## src/rtl/counter_ctrl_pkg.sv

```systemverilog
`default_nettype none
// ============================================================================
// Module  : counter_ctrl_pkg
// Purpose : State encodings shared by counter_ctrl and the downstream run
//           counter, plus the speed-switch to interval selection helper.
// Ports   : (package - no ports)
// Revision: 1.0 - initial release
// ============================================================================
package counter_ctrl_pkg;

  // The downstream counter decodes these values, so they live here only.
  localparam logic [7:0] STATE_RESET = 8'd0;
  localparam logic [7:0] STATE_RUN   = 8'd1;
  localparam logic [7:0] STATE_HALT  = 8'd2;

  typedef enum logic [7:0] {
    ST_RESET = STATE_RESET,
    ST_RUN   = STATE_RUN,
    ST_HALT  = STATE_HALT
  } state_e;

  // Maps the synchronised speed switches onto one of four interval values.
  function automatic logic [31:0] select_interval(
    input logic [1:0]  sel,
    input logic [31:0] i0,
    input logic [31:0] i1,
    input logic [31:0] i2,
    input logic [31:0] i3
  );
    logic [31:0] v;
    case (sel)
      2'b00:   v = i0;
      2'b01:   v = i1;
      2'b10:   v = i2;
      default: v = i3;
    endcase
    return v;
  endfunction

endpackage : counter_ctrl_pkg
`default_nettype wire

```

## src/rtl/counter_ctrl_btn_debounce.sv

```systemverilog
`default_nettype none
// ============================================================================
// Module  : btn_debounce
// Purpose : Two-flop synchroniser, stability-counter debounce and registered
//           rising-edge pulse for one raw push button.
// Ports   : clk    - system clock
//           rst    - synchronous active-high reset
//           din    - raw asynchronous button input
//           level  - debounced button level
//           rise_p - one-cycle pulse after each debounced 0->1 transition
// Revision: 1.0 - initial release
// ============================================================================
module btn_debounce #(
  parameter int unsigned DEBOUNCE_CYCLES = 32'd1000000
) (
  input  logic clk,
  input  logic rst,
  input  logic din,
  output logic level,
  output logic rise_p
);

  // Wide enough to represent DEBOUNCE_CYCLES itself without wrapping.
  localparam int unsigned CNT_W = (DEBOUNCE_CYCLES < 2) ? 1 : $clog2(DEBOUNCE_CYCLES + 1);
  // The counter is compared against D-1 so that the D-th consecutive
  // disagreeing sample flips the level on that same edge.
  localparam logic [CNT_W-1:0] c_cnt_last = CNT_W'(DEBOUNCE_CYCLES - 1);

  logic             r_sync1;
  logic             r_sync2;
  logic             r_level;
  logic             r_level_d;
  logic             r_rise;
  logic [CNT_W-1:0] r_cnt;

  always_ff @(posedge clk) begin
    if (rst) begin
      r_sync1   <= 1'b0;
      r_sync2   <= 1'b0;
      r_level   <= 1'b0;
      r_level_d <= 1'b0;
      r_rise    <= 1'b0;
      r_cnt     <= '0;
    end else begin
      r_sync1 <= din;
      r_sync2 <= r_sync1;

      if (r_sync2 != r_level) begin
        if (r_cnt == c_cnt_last) begin
          r_level <= ~r_level;
          r_cnt   <= '0;
        end else begin
          r_cnt <= r_cnt + 1'b1;
        end
      end else begin
        // Any agreeing sample restarts the stability window.
        r_cnt <= '0;
      end

      r_level_d <= r_level;
      r_rise    <= r_level & ~r_level_d;
    end
  end

  assign level  = r_level;
  assign rise_p = r_rise;

endmodule : btn_debounce
`default_nettype wire

```

## src/rtl/counter_ctrl.sv

```systemverilog
`default_nettype none
// ============================================================================
// Module  : counter_ctrl
// Purpose : Button/switch front-end for the run counter. Debounces the start,
//           stop and clear buttons, runs the RESET/RUN/HALT state machine and
//           latches a switch-selected tick interval while not running.
// Ports   : clk       - system clock
//           rst       - synchronous active-high reset
//           btn_start - raw start/resume button
//           btn_stop  - raw halt button
//           btn_clear - raw clear button
//           sw_speed  - raw speed-select switches
//           state     - registered state to counter (0 RESET, 1 RUN, 2 HALT)
//           interval  - registered tick interval to counter
//           running   - registered, high iff state is RUN
// Revision: 1.0 - initial release
// ============================================================================
module counter_ctrl
  import counter_ctrl_pkg::*;
#(
  parameter int unsigned DEBOUNCE_CYCLES = 32'd1000000,
  parameter logic [31:0] INTERVAL0       = 32'd49999999,
  parameter logic [31:0] INTERVAL1       = 32'd24999999,
  parameter logic [31:0] INTERVAL2       = 32'd4999999,
  parameter logic [31:0] INTERVAL3       = 32'd0
) (
  input  logic        clk,
  input  logic        rst,
  input  logic        btn_start,
  input  logic        btn_stop,
  input  logic        btn_clear,
  input  logic [1:0]  sw_speed,
  output logic [7:0]  state,
  output logic [31:0] interval,
  output logic        running
);

  localparam int c_btn_start = 0;
  localparam int c_btn_stop  = 1;
  localparam int c_btn_clear = 2;

  logic [2:0]  w_btn_raw;
  logic [2:0]  w_rise;
  logic [2:0]  w_level_unused;   // debounced levels are not needed here
  state_e      w_next;

  state_e      r_state;
  logic        r_running;
  logic [31:0] r_interval;
  logic [1:0]  r_sw_sync1;
  logic [1:0]  r_sw_sync2;

  assign w_btn_raw = {btn_clear, btn_stop, btn_start};

  for (genvar gi = 0; gi < 3; gi++) begin : g_btn
    btn_debounce #(
      .DEBOUNCE_CYCLES(DEBOUNCE_CYCLES)
    ) u_debounce (
      .clk   (clk),
      .rst   (rst),
      .din   (w_btn_raw[gi]),
      .level (w_level_unused[gi]),
      .rise_p(w_rise[gi])
    );
  end

  // Next state: clear dominates, then stop, then start.
  always_comb begin
    w_next = r_state;
    case (r_state)
      ST_RESET: if (w_rise[c_btn_start]) w_next = ST_RUN;
      ST_RUN:   if (w_rise[c_btn_stop])  w_next = ST_HALT;
      ST_HALT:  if (w_rise[c_btn_start]) w_next = ST_RUN;
      default:  w_next = ST_RESET;       // recover from illegal encodings
    endcase
    if (w_rise[c_btn_clear]) begin
      w_next = ST_RESET;
    end
  end

  always_ff @(posedge clk) begin
    if (rst) begin
      r_state    <= ST_RESET;
      r_running  <= 1'b0;
      r_interval <= INTERVAL0;
      r_sw_sync1 <= 2'b00;
      r_sw_sync2 <= 2'b00;
    end else begin
      r_sw_sync1 <= sw_speed;
      r_sw_sync2 <= r_sw_sync1;
      r_state    <= w_next;
      r_running  <= (w_next == ST_RUN);
      // Gated on the current state, so after RUN->HALT the new selection
      // lands one edge after HALT is entered.
      if (r_state != ST_RUN) begin
        r_interval <= select_interval(r_sw_sync2, INTERVAL0, INTERVAL1,
                                      INTERVAL2, INTERVAL3);
      end
    end
  end

  assign state    = r_state;
  assign interval = r_interval;
  assign running  = r_running;

endmodule : counter_ctrl
`default_nettype wire

```

## config.mk

```make
export PLATFORM = sky130hd
export DESIGN_NAME = counter_ctrl
export DESIGN_NICKNAME = d
export VERILOG_FILES = /design/src/rtl/counter_ctrl_pkg.sv /design/src/rtl/counter_ctrl_btn_debounce.sv /design/src/rtl/counter_ctrl.sv
export SDC_FILE = /design/constraint.sdc
export NUM_CORES = 1
export LEC_CHECK = 0
export ABC_AREA = 1
export CAP_MARGIN = 0
export CORE_MARGIN = 1.5
export CORE_UTILIZATION = 50
export DETAILED_ROUTE_END_ITERATION = 10
export MAX_ROUTING_LAYER = met4
export PLACE_DENSITY = 0.79
export SLEW_MARGIN = 10
export SYNTH_ARGS = -nofsm -noshare
export SYNTH_HDL_FRONTEND = slang
export SYNTH_SLANG_ARGS = --single-unit
```

## constraint.sdc

```tcl
create_clock -name clk -period 2 [get_ports clk]
set_clock_uncertainty 0.2 [all_clocks]
set_input_delay 0.4 -clock clk [delete_from_list [all_inputs] [get_ports clk]]
set_output_delay 0.4 -clock clk [all_outputs]
set_load 0.03 [all_outputs]
```

==> metrics list <==
- Run status: finished clean
* Die Width: 96.91 um
- Category of the critical setup timing path: reg2out
- After routing, the total negative slack on setup checks comes to 0 ns.
- The final count of pins violating max slew was 0.
- Of the cells placed in the final design, the portion with a size suffix greater than 1 is 0.06637.
- The final number of hold-violating endpoints is 0.
- After synthesis, the cell types taking the most area are sky130_fd_sc_hd__dfxtp_1, sky130_fd_sc_hd__nand2_1, sky130_fd_sc_hd__nor2_1, sky130_fd_sc_hd__inv_1, sky130_fd_sc_hd__buf_4.
- Worst Setup Start Kind: flop
- The top cell types in the final layout, fill and taps aside, are sky130_fd_sc_hd__nand2_1, sky130_fd_sc_hd__nor2_1, sky130_fd_sc_hd__dfxtp_1.
- The first TritonRoute pass finished after 4 iterations.
* Number of instances on the worst hold path: 1
- CTS saw 94 sinks.
- The number of buffers and inverters on the critical path is 1.
* Proportion of netlist area held by the largest area contributor: 0.4268
- Antenna violations before repair: 0
* Remaining antenna violation count: 0
- Number of I/O port buffers: 39
- Of the total power, the share spent switching nets is 0.2357.
- Across every metal layer, demand over resource in global routing totals 0.1836.
- Summing every instance area after synthesis gives 0.004409 sq mm.
- Highest clock rate: between 500 and 600 MHz
* Fraction of the yosys area taken by sequential cells: 0.4268
- The repair_antennas step left the layout with diodes totalling 0.
- Summed over all nets, the switching power comes to between 700 and 800 uW.
* Cell family with the largest share of critical-path delay: buffers and inverters
* Largest buffer count on any clock path: 2
- Setup violations remaining at the end of the flow were counted as 0.
- Dividing the detail-routed via count by the number of cells gives 4.817.
- The floorplan has 34 rows.
- Slowest cell delay on critical path: 0.66 ns
- The via count of the first global-routing pass is between 3000 and 4000.
- The internal power of the cells totals 2469 uW.
- Max-cap violations in this run came to 0.
- In this run the standard cell core region covers 0.008636 sq mm.
* Post-Place Setup Slack: 0.08557 ns
- The finished layout holds 771 standard cells, fillers aside.
* Crit end category: output pin
- Net count reported at finish: 673
- Of the available clock period, the critical path in the final layout requires 0.9599.
- CP Data Arrival Time: 1.32 ns
- For hold timing, the worst endpoint is g_btn[1].u_debounce.rise_p.
- Setup repair after global routing left no endpoint under its margin.
- From synthesis to final layout, the design area changed by 13.05%.
* Number of cells traversed by the worst register-to-register path: 8
- Die Y-Extent: around 97 um
* PD cells: 647.9 mW/mm^2
- The critical path goes through clkdlybuf4s50_1.
- In this run the critical register-to-register path is launched from g_btn[1].u_debounce.r_cnt[0].
- After legalization and detailed placement, the total HPWL measured 5.989 mm.
- Cts hold-fix bufs: 0
- The share of total power dissipated in combinational logic is 0.052.
* Avg WL per Cell: approximately 10 um
- Initial DRC count: approximately 110
- For this run the aggregate overflow at the end of global routing stands at 0.
- Once placement completed, the tool counted placed cells totaling 755.
- Setup slack closes at 0.08021 ns.
* DRC violations left: 0
- Counting the fill cells in the layout gives 826.
- In this run the worst path has a maximum fanout of 1.
- In this run, distinct cell masters in the synthesized netlist total 28.
* Final Instance Area: around 0.005 sq mm
- Yosys printed 0 warnings.
- Proportion of power drawn by flip-flops and latches: 0.589
- A synthesized cell averages 7.089 sq um.
- Data required, critical path: 1.40 ns
* Seq cells post-synth: 94
- Standard cell with the maximum stage delay on the critical path: sky130_fd_sc_hd__clkdlybuf4s50_1
- Number of ports placed on the die boundary: 48
- For this block, the routed nets add up to 7.975 mm of wire.
- Clock period minus worst slack: between 1.5 and 2 ns
- The first global-routing pass estimated 14.07 mm of wire.
* Root Buffer Master: sky130_fd_sc_hd__clkbuf_8
- Final core area utilization: 0.5772
- The die covers approximately 0.0094 sq mm.
- At the end of routability-driven placement, the weighted congestion stood at 0.8933.
- Entering global routing, the biggest net connects 21 pins.
- Area leader, netlist: sky130_fd_sc_hd__dfxtp_1
- The routed layout has 3714 vias.
- Leaving out fill and tap cells, the most frequent cell in the layout is sky130_fd_sc_hd__nand2_1.
* Post-DP Area: 0.004806 sq mm
* Effective utilization at floorplan: 0.5106
* Class of the tightest hold or removal check: reg2reg
- Cell count after synthesis: 622
- R2R Setup Slk: 0.19 ns
- IR analysis of the VDD net gives a maximum drop of 283.0 uV.
- TritonCTS clock tree: built
- Leakage component of the power: 0.001791 uW
- At the later pin of the worst-skew pair, clock insertion delay measures 0.35 ns.
- Clock transition time at the flip-flop clock pins of the worst setup and hold paths: 0.09 ns
- Total CTS buffers: 9
- Clock H-tree levels: 3
* Clock network fraction of design power: 0.359
- In this run the most critical hold path is launched from g_btn[1].u_debounce.r_level_d.
* R2r endpoint: g_btn[1].u_debounce.r_cnt[15]
power by group through the flow:
stage	sequential [uW]	clock (uW)	combinational [uW]
6_report	1900	1160	167
5_1_grt	1910	1270	181
4_1_cts	1900	1200	169
3_5_place_dp	1950	0	177
3_3_place_gp	1950	0	174
2_1_floorplan	1970	0	114
per-layer routing:
metal | track usage | wire length (um) | up-vias
met5 | - | 0 | -
met4 | 0.07581 | 133 | 0
met3 | 0.04335 | 424 | 12
met2 | 0.3012 | 3711 | 92
met1 | 0.2166 | 3705 | 1660
li1 | - | - | 1950
worst register-to-register path, cell delays in order, from the launching register on:
cell,delay [ns]
sky130_fd_sc_hd__dfxtp_1,0.42
sky130_fd_sc_hd__ha_1,0.24
sky130_fd_sc_hd__nand2_1,0.08
sky130_fd_sc_hd__nor2_2,0.14
sky130_fd_sc_hd__nand2_2,0.08
sky130_fd_sc_hd__nor2_2,0.12
sky130_fd_sc_hd__nand3_2,0.15
sky130_fd_sc_hd__nand2_8,0.20
sky130_fd_sc_hd__a21oi_1,0.07
final cells by class:
class	count	area (sq um)	share of cell area
tap	108	135.1	0.02711
timing repair buffer	45	446.7	0.08961
multi-input combinational	445	2101	0.4214
clock inverter	5	32.53	0.006526
sequential	94	1882	0.3775
inverter	63	236.5	0.04744
clock buffer	11	151.4	0.03037
synth_stat cells:
library cell               instances
sky130_fd_sc_hd__nand2_1         142
sky130_fd_sc_hd__nor2_1          137
sky130_fd_sc_hd__dfxtp_1          94
sky130_fd_sc_hd__inv_1            62
sky130_fd_sc_hd__nand3_1          30
sky130_fd_sc_hd__a21oi_1          29
sky130_fd_sc_hd__buf_4            28
sky130_fd_sc_hd__xor2_1           16
sky130_fd_sc_hd__nor2_2           15
sky130_fd_sc_hd__xnor2_1          12
sky130_fd_sc_hd__o21ai_0          10
sky130_fd_sc_hd__ha_1              8
sky130_fd_sc_hd__nand4_1           8
sky130_fd_sc_hd__nor3_1            8
sky130_fd_sc_hd__nand3b_1          3
sky130_fd_sc_hd__o21bai_1          3
sky130_fd_sc_hd__or2_2             3
sky130_fd_sc_hd__and2_1            2
sky130_fd_sc_hd__buf_2             2
sky130_fd_sc_hd__clkbuf_1          2
sky130_fd_sc_hd__buf_12            1
sky130_fd_sc_hd__conb_1            1
sky130_fd_sc_hd__inv_2             1
sky130_fd_sc_hd__nand2_2           1
sky130_fd_sc_hd__nand2_4           1
sky130_fd_sc_hd__nand3_2           1
sky130_fd_sc_hd__o211ai_1          1
sky130_fd_sc_hd__or2_0             1
per-stage QoR:
step / hold slack [ns] / total power (uW)
6_report: 0.1912 / 3230
5_1_grt: 0.1971 / 3363
4_1_cts: 0.1983 / 3277
3_5_place_dp: 0.1816 / 2126
3_3_place_gp: 0.1775 / 2122
2_1_floorplan: 0.1732 / 2082
timing repair:
action | 4_1_cts | 5_1_grt
gates cloned | 0 | 0
endpoints found under the setup margin | 25 | 21
buffers inserted | 0 | 0
gates resized for setup | 25 | 8
how the worst max path moves through the flow:
stage | from | to | slack (ns) | cells past startpoint
2_1_floorplan | g_btn[1].u_debounce.r_cnt[0] | g_btn[1].u_debounce.r_cnt[11] | 0.35 | 9
3_3_place_gp | rst | g_btn[2].u_debounce.r_cnt[15] | 0.13 | 6
3_5_place_dp | rst | g_btn[1].u_debounce.r_cnt[15] | 0.09 | 7
4_1_cts | interval[18] | interval[18] | 0.001 | 1
5_1_grt | running | running | 0.03 | 1
6_report | running | running | 0.08 | 1
sequential cells by signal (all words and copies together), names as in the netlist:
| signal | cells |
|---|---|
| g_btn.u_debounce.level | 3 |
| interval | 6 |
| state | 8 |
| g_btn.u_debounce.r_level_d | 3 |
| g_btn.u_debounce.r_sync2 | 3 |
| running | 1 |
| g_btn.u_debounce.r_sync1 | 3 |
| r_sw_sync1 | 2 |
| g_btn.u_debounce.r_cnt | 60 |
| g_btn.u_debounce.rise_p | 3 |
| r_sw_sync2 | 2 |
cells by family after synthesis:
family | count (synthesis) | share of synthesized area
simple gates | 352 | 0.3331
buf+inv | 96 | 0.1098
flops | 94 | 0.4268
compound gates | 43 | 0.05108
xor+xnor | 28 | 0.05562
fa+ha+maj | 8 | 0.02270
other cells | 1 | 0.0008505
Note: power is estimated with default switching activity, not from simulation.
==> variant 1, RTL diff (same flow settings) <==
`DEBOUNCE_CYCLES` is set to 32'd1000000 in 2 places; all go to 32'd4000000.
--- a/src/rtl/counter_ctrl_btn_debounce.sv
+++ b/src/rtl/counter_ctrl_btn_debounce.sv
@@ -11,7 +11,7 @@
 // Revision: 1.0 - initial release
 // ============================================================================
 module btn_debounce #(
-  parameter int unsigned DEBOUNCE_CYCLES = 32'd1000000
+  parameter int unsigned DEBOUNCE_CYCLES = 32'd4000000
 ) (
   input  logic clk,
   input  logic rst,
--- a/src/rtl/counter_ctrl.sv
+++ b/src/rtl/counter_ctrl.sv
@@ -18,7 +18,7 @@
 module counter_ctrl
   import counter_ctrl_pkg::*;
 #(
-  parameter int unsigned DEBOUNCE_CYCLES = 32'd1000000,
+  parameter int unsigned DEBOUNCE_CYCLES = 32'd4000000,
   parameter logic [31:0] INTERVAL0       = 32'd49999999,
   parameter logic [31:0] INTERVAL1       = 32'd24999999,
   parameter logic [31:0] INTERVAL2       = 32'd4999999,
Behaviour: same outputs for any inputs over 10 cycles, from zero or initial values and one cycle with rst high; that may be too few to reach the edited logic, so the function may still have changed.
==> variant 1 against the unedited design <==
- final area rose by 5.4%
- sequential cell count rose by 6
- synthesized cell count up 5.9%
- setup slack worse by 28 ps
- power grew 7.8%
- routed wire length up 8.4%
- via count increased by 3.5%
- synthesized area is 7.3% higher
- largest cell class unchanged
==> variant 1: results (changes against the unedited design) <==
metric,value,unit,change
post-place-ws,60.5,ps,-25.1 ps
whs_path_depth,1,,unchanged
startpoint,running,,
fill_cells,889,,+7.6%
ir_drop,439,µV,+55%
synthArstFlopShare,0,%,unchanged
synth.area.top_cells,"dfxtp_1 42%, nor2_1 13%, nand2_1 12%",,
status,completed,,
placed_area,5070,µm²,+5.5%
rrSetupSlack,200,ps,
cts_buffers,9,,unchanged
wl_per_cell,10.7,µm,+3.5%
p_leak,1.85,nW,+3.4%
worst_hold_path.endpoint,g_btn[0].u_debounce.rise_p,,
grt_start_max_net_pins,23,,+9.5%
synth.distinct_cells,29,,+3.6%
r2r_end,g_btn[0].u_debounce.r_cnt[20],,
critical_path_arrival,1350,ps,+30 ps
root_buffer,clkbuf_8,,
drive_gt1_share,6.31,%,-0.32 points
ff2ff_path_depth,6,,-2
final_nets,707,,+5.1%
hp-start,g_btn[0].u_debounce.r_level_d,,
hp-class,reg2reg,,
dr.first_iter.drc_count,158,,+45%
place.gp.congestion,0.953,,+6.7%
timing.hold.ws,199,ps,+8.31 ps
track_usage,19.4,%,+1.0 points
internal-power,2.57,mW,+4.0%
synth_edf_count,0,,unchanged
top_register,g_btn.u_debounce.r_cnt,,
slowest_delay,660,ps,about the same
vias_per_cell,4.76,,-1.2%
dr.pass1.iters,4,,unchanged
dp.final_hpwl,6500,µm,+8.6%
ys_warn_count,0,,unchanged
seq_area_frac_synth,42.3,%,-0.35 points
synth_common_cells,"167 x nor2_1, 149 x nand2_1, 100 x dfxtp_1, 62 x inv_1, 30 x nand3_1",,
grt_pass1_vias,3766,,+10%
largest_register_ff_count,66,,+10%
insertion_delay,380,ps,+30 ps
reg2reg_from,g_btn[0].u_debounce.r_cnt[0],,
grt_pass1_wl,15500,µm,+10%
variant 1: cell types whose count changed in the layout (fill, tap and decap cells not counted), moves of 7 or more:
cell	delta
nor2_1	+30
nor2_2	-11
a21oi_1	-9
dlygate4sd2_1	+7
dlymetal6s2s_1	-7
nand2_1	+7
xor2_1	+7
variant 1: power by group through the flow:
stage	registers, mW	logic [mW]	clock network (mW)
floorplan	2.09	0.114	0
finish	2.02	0.154	1.30
detailed placement	2.07	0.168	0
global route	2.03	0.168	1.41
global placement	2.07	0.165	0
CTS	2.03	0.154	1.34
variant 1: how the worst max path moves through the flow:
stage	to	slack, ps
2_1_floorplan	g_btn[2].u_debounce.r_cnt[15]	380
3_3_place_gp	g_btn[1].u_debounce.r_cnt[13]	90
3_5_place_dp	g_btn[1].u_debounce.r_cnt[18]	60
4_1_cts	running	30
5_1_grt	interval[19]	10
6_report	running	50
variant 1: layout make-up:
cell class	count	area [µm²]	share of cell area, %
Clock buffer	9	124	2.36
Clock inverter	7	81.3	1.55
Inverter	63	236	4.50
Multi-Input combinational cell	475	2290	43.6
Sequential cell	100	2000	38.1
Tap cell	111	139	2.64
Timing Repair Buffer	43	380	7.24
variant 1: worst reg2reg max path, stage by stage (launching register included):
cell	delay, ps
dfxtp_1	380
ha_1	260
nand3_2	180
nor3_4	210
nand3_2	160
nand2_4	230
nor2_1	90
variant 1: per-layer routing:
layer	track usage (%)	vias up	wire, µm
li1	-	2049	-
met2	34.5	52	4360
met3	4.74	10	261
met5	-	-	0
met1	21.5	1733	3930
met4	5.74	0	99
variant 1: what timing repair did:
item                       in CTS  in global routing
gates resized for setup        32                  4
setup endpoints to repair      32                 37
hold endpoints to repair        0                  0
setup buffers                   0                  0
variant 1: stage by stage:
stage	instances	utilization, %
floorplan	672	-
finish	808	57.2
global route	808	57.2
global placement	792	55.1
CTS	808	56.9
detailed placement	792	55.1
variant 1: cell families (layout without fill, tap and decap cells):
| kind of cell | Yosys count | count (layout) | synth area share (%) |
|---|---|---|---|
| AND/OR/NAND/NOR | 384 | 384 | 34.4 |
| flip-flops | 100 | 100 | 42.3 |
| buffers and inverters | 97 | 122 | 10.6 |
| XOR/XNOR | 37 | 37 | 6.85 |
| AO/OA/AOI/OAI | 32 | 32 | 3.60 |
| adder cells (fa/ha/maj) | 8 | 8 | 2.12 |
| other | 1 | 14 | 0.0793 |
==> variant 2, RTL diff (same flow settings) <==
Without the edit above. Register the inputs `btn_start`, `btn_stop`, `btn_clear` and `sw_speed` before use, with the module's reset. The logic sees them one clock later.
--- a/src/rtl/counter_ctrl.sv
+++ b/src/rtl/counter_ctrl.sv
@@ -39,6 +39,25 @@
   localparam int c_btn_stop  = 1;
   localparam int c_btn_clear = 2;
 
+  logic btn_start_q;
+  logic btn_stop_q;
+  logic btn_clear_q;
+  logic [1:0] sw_speed_q;
+
+  always_ff @(posedge clk) begin
+    if (rst) begin
+      btn_start_q <= '0;
+      btn_stop_q  <= '0;
+      btn_clear_q <= '0;
+      sw_speed_q  <= '0;
+    end else begin
+      btn_start_q <= btn_start;
+      btn_stop_q  <= btn_stop;
+      btn_clear_q <= btn_clear;
+      sw_speed_q  <= sw_speed;
+    end
+  end
+
   logic [2:0]  w_btn_raw;
   logic [2:0]  w_rise;
   logic [2:0]  w_level_unused;   // debounced levels are not needed here
@@ -50,7 +69,7 @@
   logic [1:0]  r_sw_sync1;
   logic [1:0]  r_sw_sync2;
 
-  assign w_btn_raw = {btn_clear, btn_stop, btn_start};
+  assign w_btn_raw = {btn_clear_q, btn_stop_q, btn_start_q};
 
   for (genvar gi = 0; gi < 3; gi++) begin : g_btn
     btn_debounce #(
@@ -86,7 +105,7 @@
       r_sw_sync1 <= 2'b00;
       r_sw_sync2 <= 2'b00;
     end else begin
-      r_sw_sync1 <= sw_speed;
+      r_sw_sync1 <= sw_speed_q;
       r_sw_sync2 <= r_sw_sync1;
       r_state    <= w_next;
       r_running  <= (w_next == ST_RUN);
Function: changed (Yosys sat finds a counterexample within 4 cycles, from zero or initial values and one cycle with rst high).
==> variant 2 against the unedited design <==
- cell count increased by 1.6%
- routed wire length increased by 5.1%
- final area increased by 4.1%
- first-iteration DRC count increased by 6.4%
- sequential cell count increased by 5
- hold slack improved by 2.2 ps
- synthesized area increased by 4.9%
- synthesized cell count increased by 1.8%
- global-route usage increased by 0.21 points
- power increased by 5.5%
- setup slack improved by 42 ps
- critical path type unchanged
- largest power group unchanged
- non-clock buffer count increased by 2
==> variant 2: results (changes against the unedited design) <==
metric,value,unit,change
cts_setup_buffers,0,,unchanged
dp.final_hpwl,6250,µm,+4.4%
dr.first_iter.drc_count,116,,+6.4%
synthAdderAreaFrac,2.17,%,-0.11 points
clock_path_buffers,2,,unchanged
synth.distinct_cells,33,,+18%
cp_top_family,flip-flops,,
vias,3786,,+1.9%
grt_pass1_vias,3511,,+2.6%
p_leak,1.87,nW,+4.6%
synth.area.top_cells,"dfxtp_1 43%, nor2_1 12%, nand2_1 11%",,
drive_gt1_share,7.85,%,+1.2 points
placed_area,5020,µm²,+4.5%
gr-usage-met3,4.64,%,+0.30 points
crit_fanout,10,,+9
insertion_delay,380,ps,+30 ps
seq_area_frac_synth,42.9,%,+0.19 points
place.gp.congestion,0.889,,-0.53%
grt_start_max_net_pins,21,,unchanged
slowest_stage,dfxtp_1,,
synth-compound-area-share,4.95,%,-0.16 points
met2_usage,31.5,%,+1.4 points
dr.pass1.iters,4,,unchanged
synth_common_cells,"151 x nor2_1, 132 x nand2_1, 99 x dfxtp_1, 67 x inv_1",,
antenna_found_initial,0,,unchanged
critical_path_arrival,1280,ps,-40 ps
postRouteAntennaNets,0,,unchanged
synth-xor-area-share,6.06,%,+0.50 points
ys_warn_count,0,,unchanged
wl_per_cell,10.7,µm,+3.5%
antenna_cells,0,,unchanged
drc,0,,unchanged
status,completed,,
track_usage,18.6,%,+0.21 points
muxShareOfSynthArea,0,%,unchanged
path_clk_slew,110,ps,+20 ps
slowest_delay,460,ps,-200 ps
grt_pass1_wl,14600,µm,+3.7%
ys_ff_latch,99,,+5.3%
grtUsageMet1,21.0,%,-0.61 points
ir_drop,307,µV,+8.4%
largest_register_ff_count,60,,unchanged
final_nets,685,,+1.8%
portBuffers,39,,unchanged
cts_buffers,9,,unchanged
[variant 2: cell families (layout without fill, tap and decap cells)]
group                      Yosys count  count (layout)
and+or+nand+nor                    351             351
buffers and inverters              103             132
adders and majority gates            8               8
xor gates and xnor gates            32              32
other                                1              14
DFF                                 99              99
AOI/OAI and AO/OA                   39              39
[variant 2: final cells by class]
type | count | area (µm²)
clock inverters | 7 | 78.8
clock buffers | 9 | 124
multi-input cells | 444 | 2170
flip-flops and latches | 99 | 1980
fillers | 817 | 3660
inverters | 69 | 259
well taps | 108 | 135
repair buffers | 47 | 438
[variant 2: worst register-to-register path, cell delays in order (launching register included)]
cell and delay, ps:
dfxtp_1 410, ha_1 220, nand2_2 80, nor2_4 150
nand2_4 90, nor2_4 120, nand3_4 110, nand2_4 210
nor2_1 80
[variant 2: final timing paths]
path                                               startpoint                       endpoint  slack (ps)  cells past startpoint
worst max-delay path                             interval[22]                    interval[4]         120                      1
worst min-delay path            g_btn[1].u_debounce.r_level_d     g_btn[1].u_debounce.rise_p         190                      1
worst max register to register   g_btn[1].u_debounce.r_cnt[0]  g_btn[1].u_debounce.r_cnt[10]         230                      8
worst min register to register  g_btn[1].u_debounce.r_level_d     g_btn[1].u_debounce.rise_p         190                      1
[variant 2: per-stage QoR]
step                      worst slack, ps  cells
after CTS                            12.5    783
after detailed placement              162    767
final                                 123    783
after global placement                187    767
after floorplan                       351    646
after global routing                 43.3    783
[variant 2: routing by layer]
metal	routed length [µm]	up-vias
li1	-	1981
met3	362	16
met2	4040	75
met4	150	0
met5	0	-
met1	3830	1714
[variant 2: timing repair]
item / 4_1_cts / 5_1_grt
endpoints found under the hold margin: 0 / 0
cloned: 0 / 0
resized for setup: 32 / 1
setup endpoints to repair: 32 / 1
[variant 2: where the power goes]
group	switching (mW)	internal, mW	total (mW)
Clock	0.771	0.495	1.27
Sequential	0.0105	1.99	2.00
Combinational	0.0924	0.0453	0.138
Total	0.874	2.53	3.41
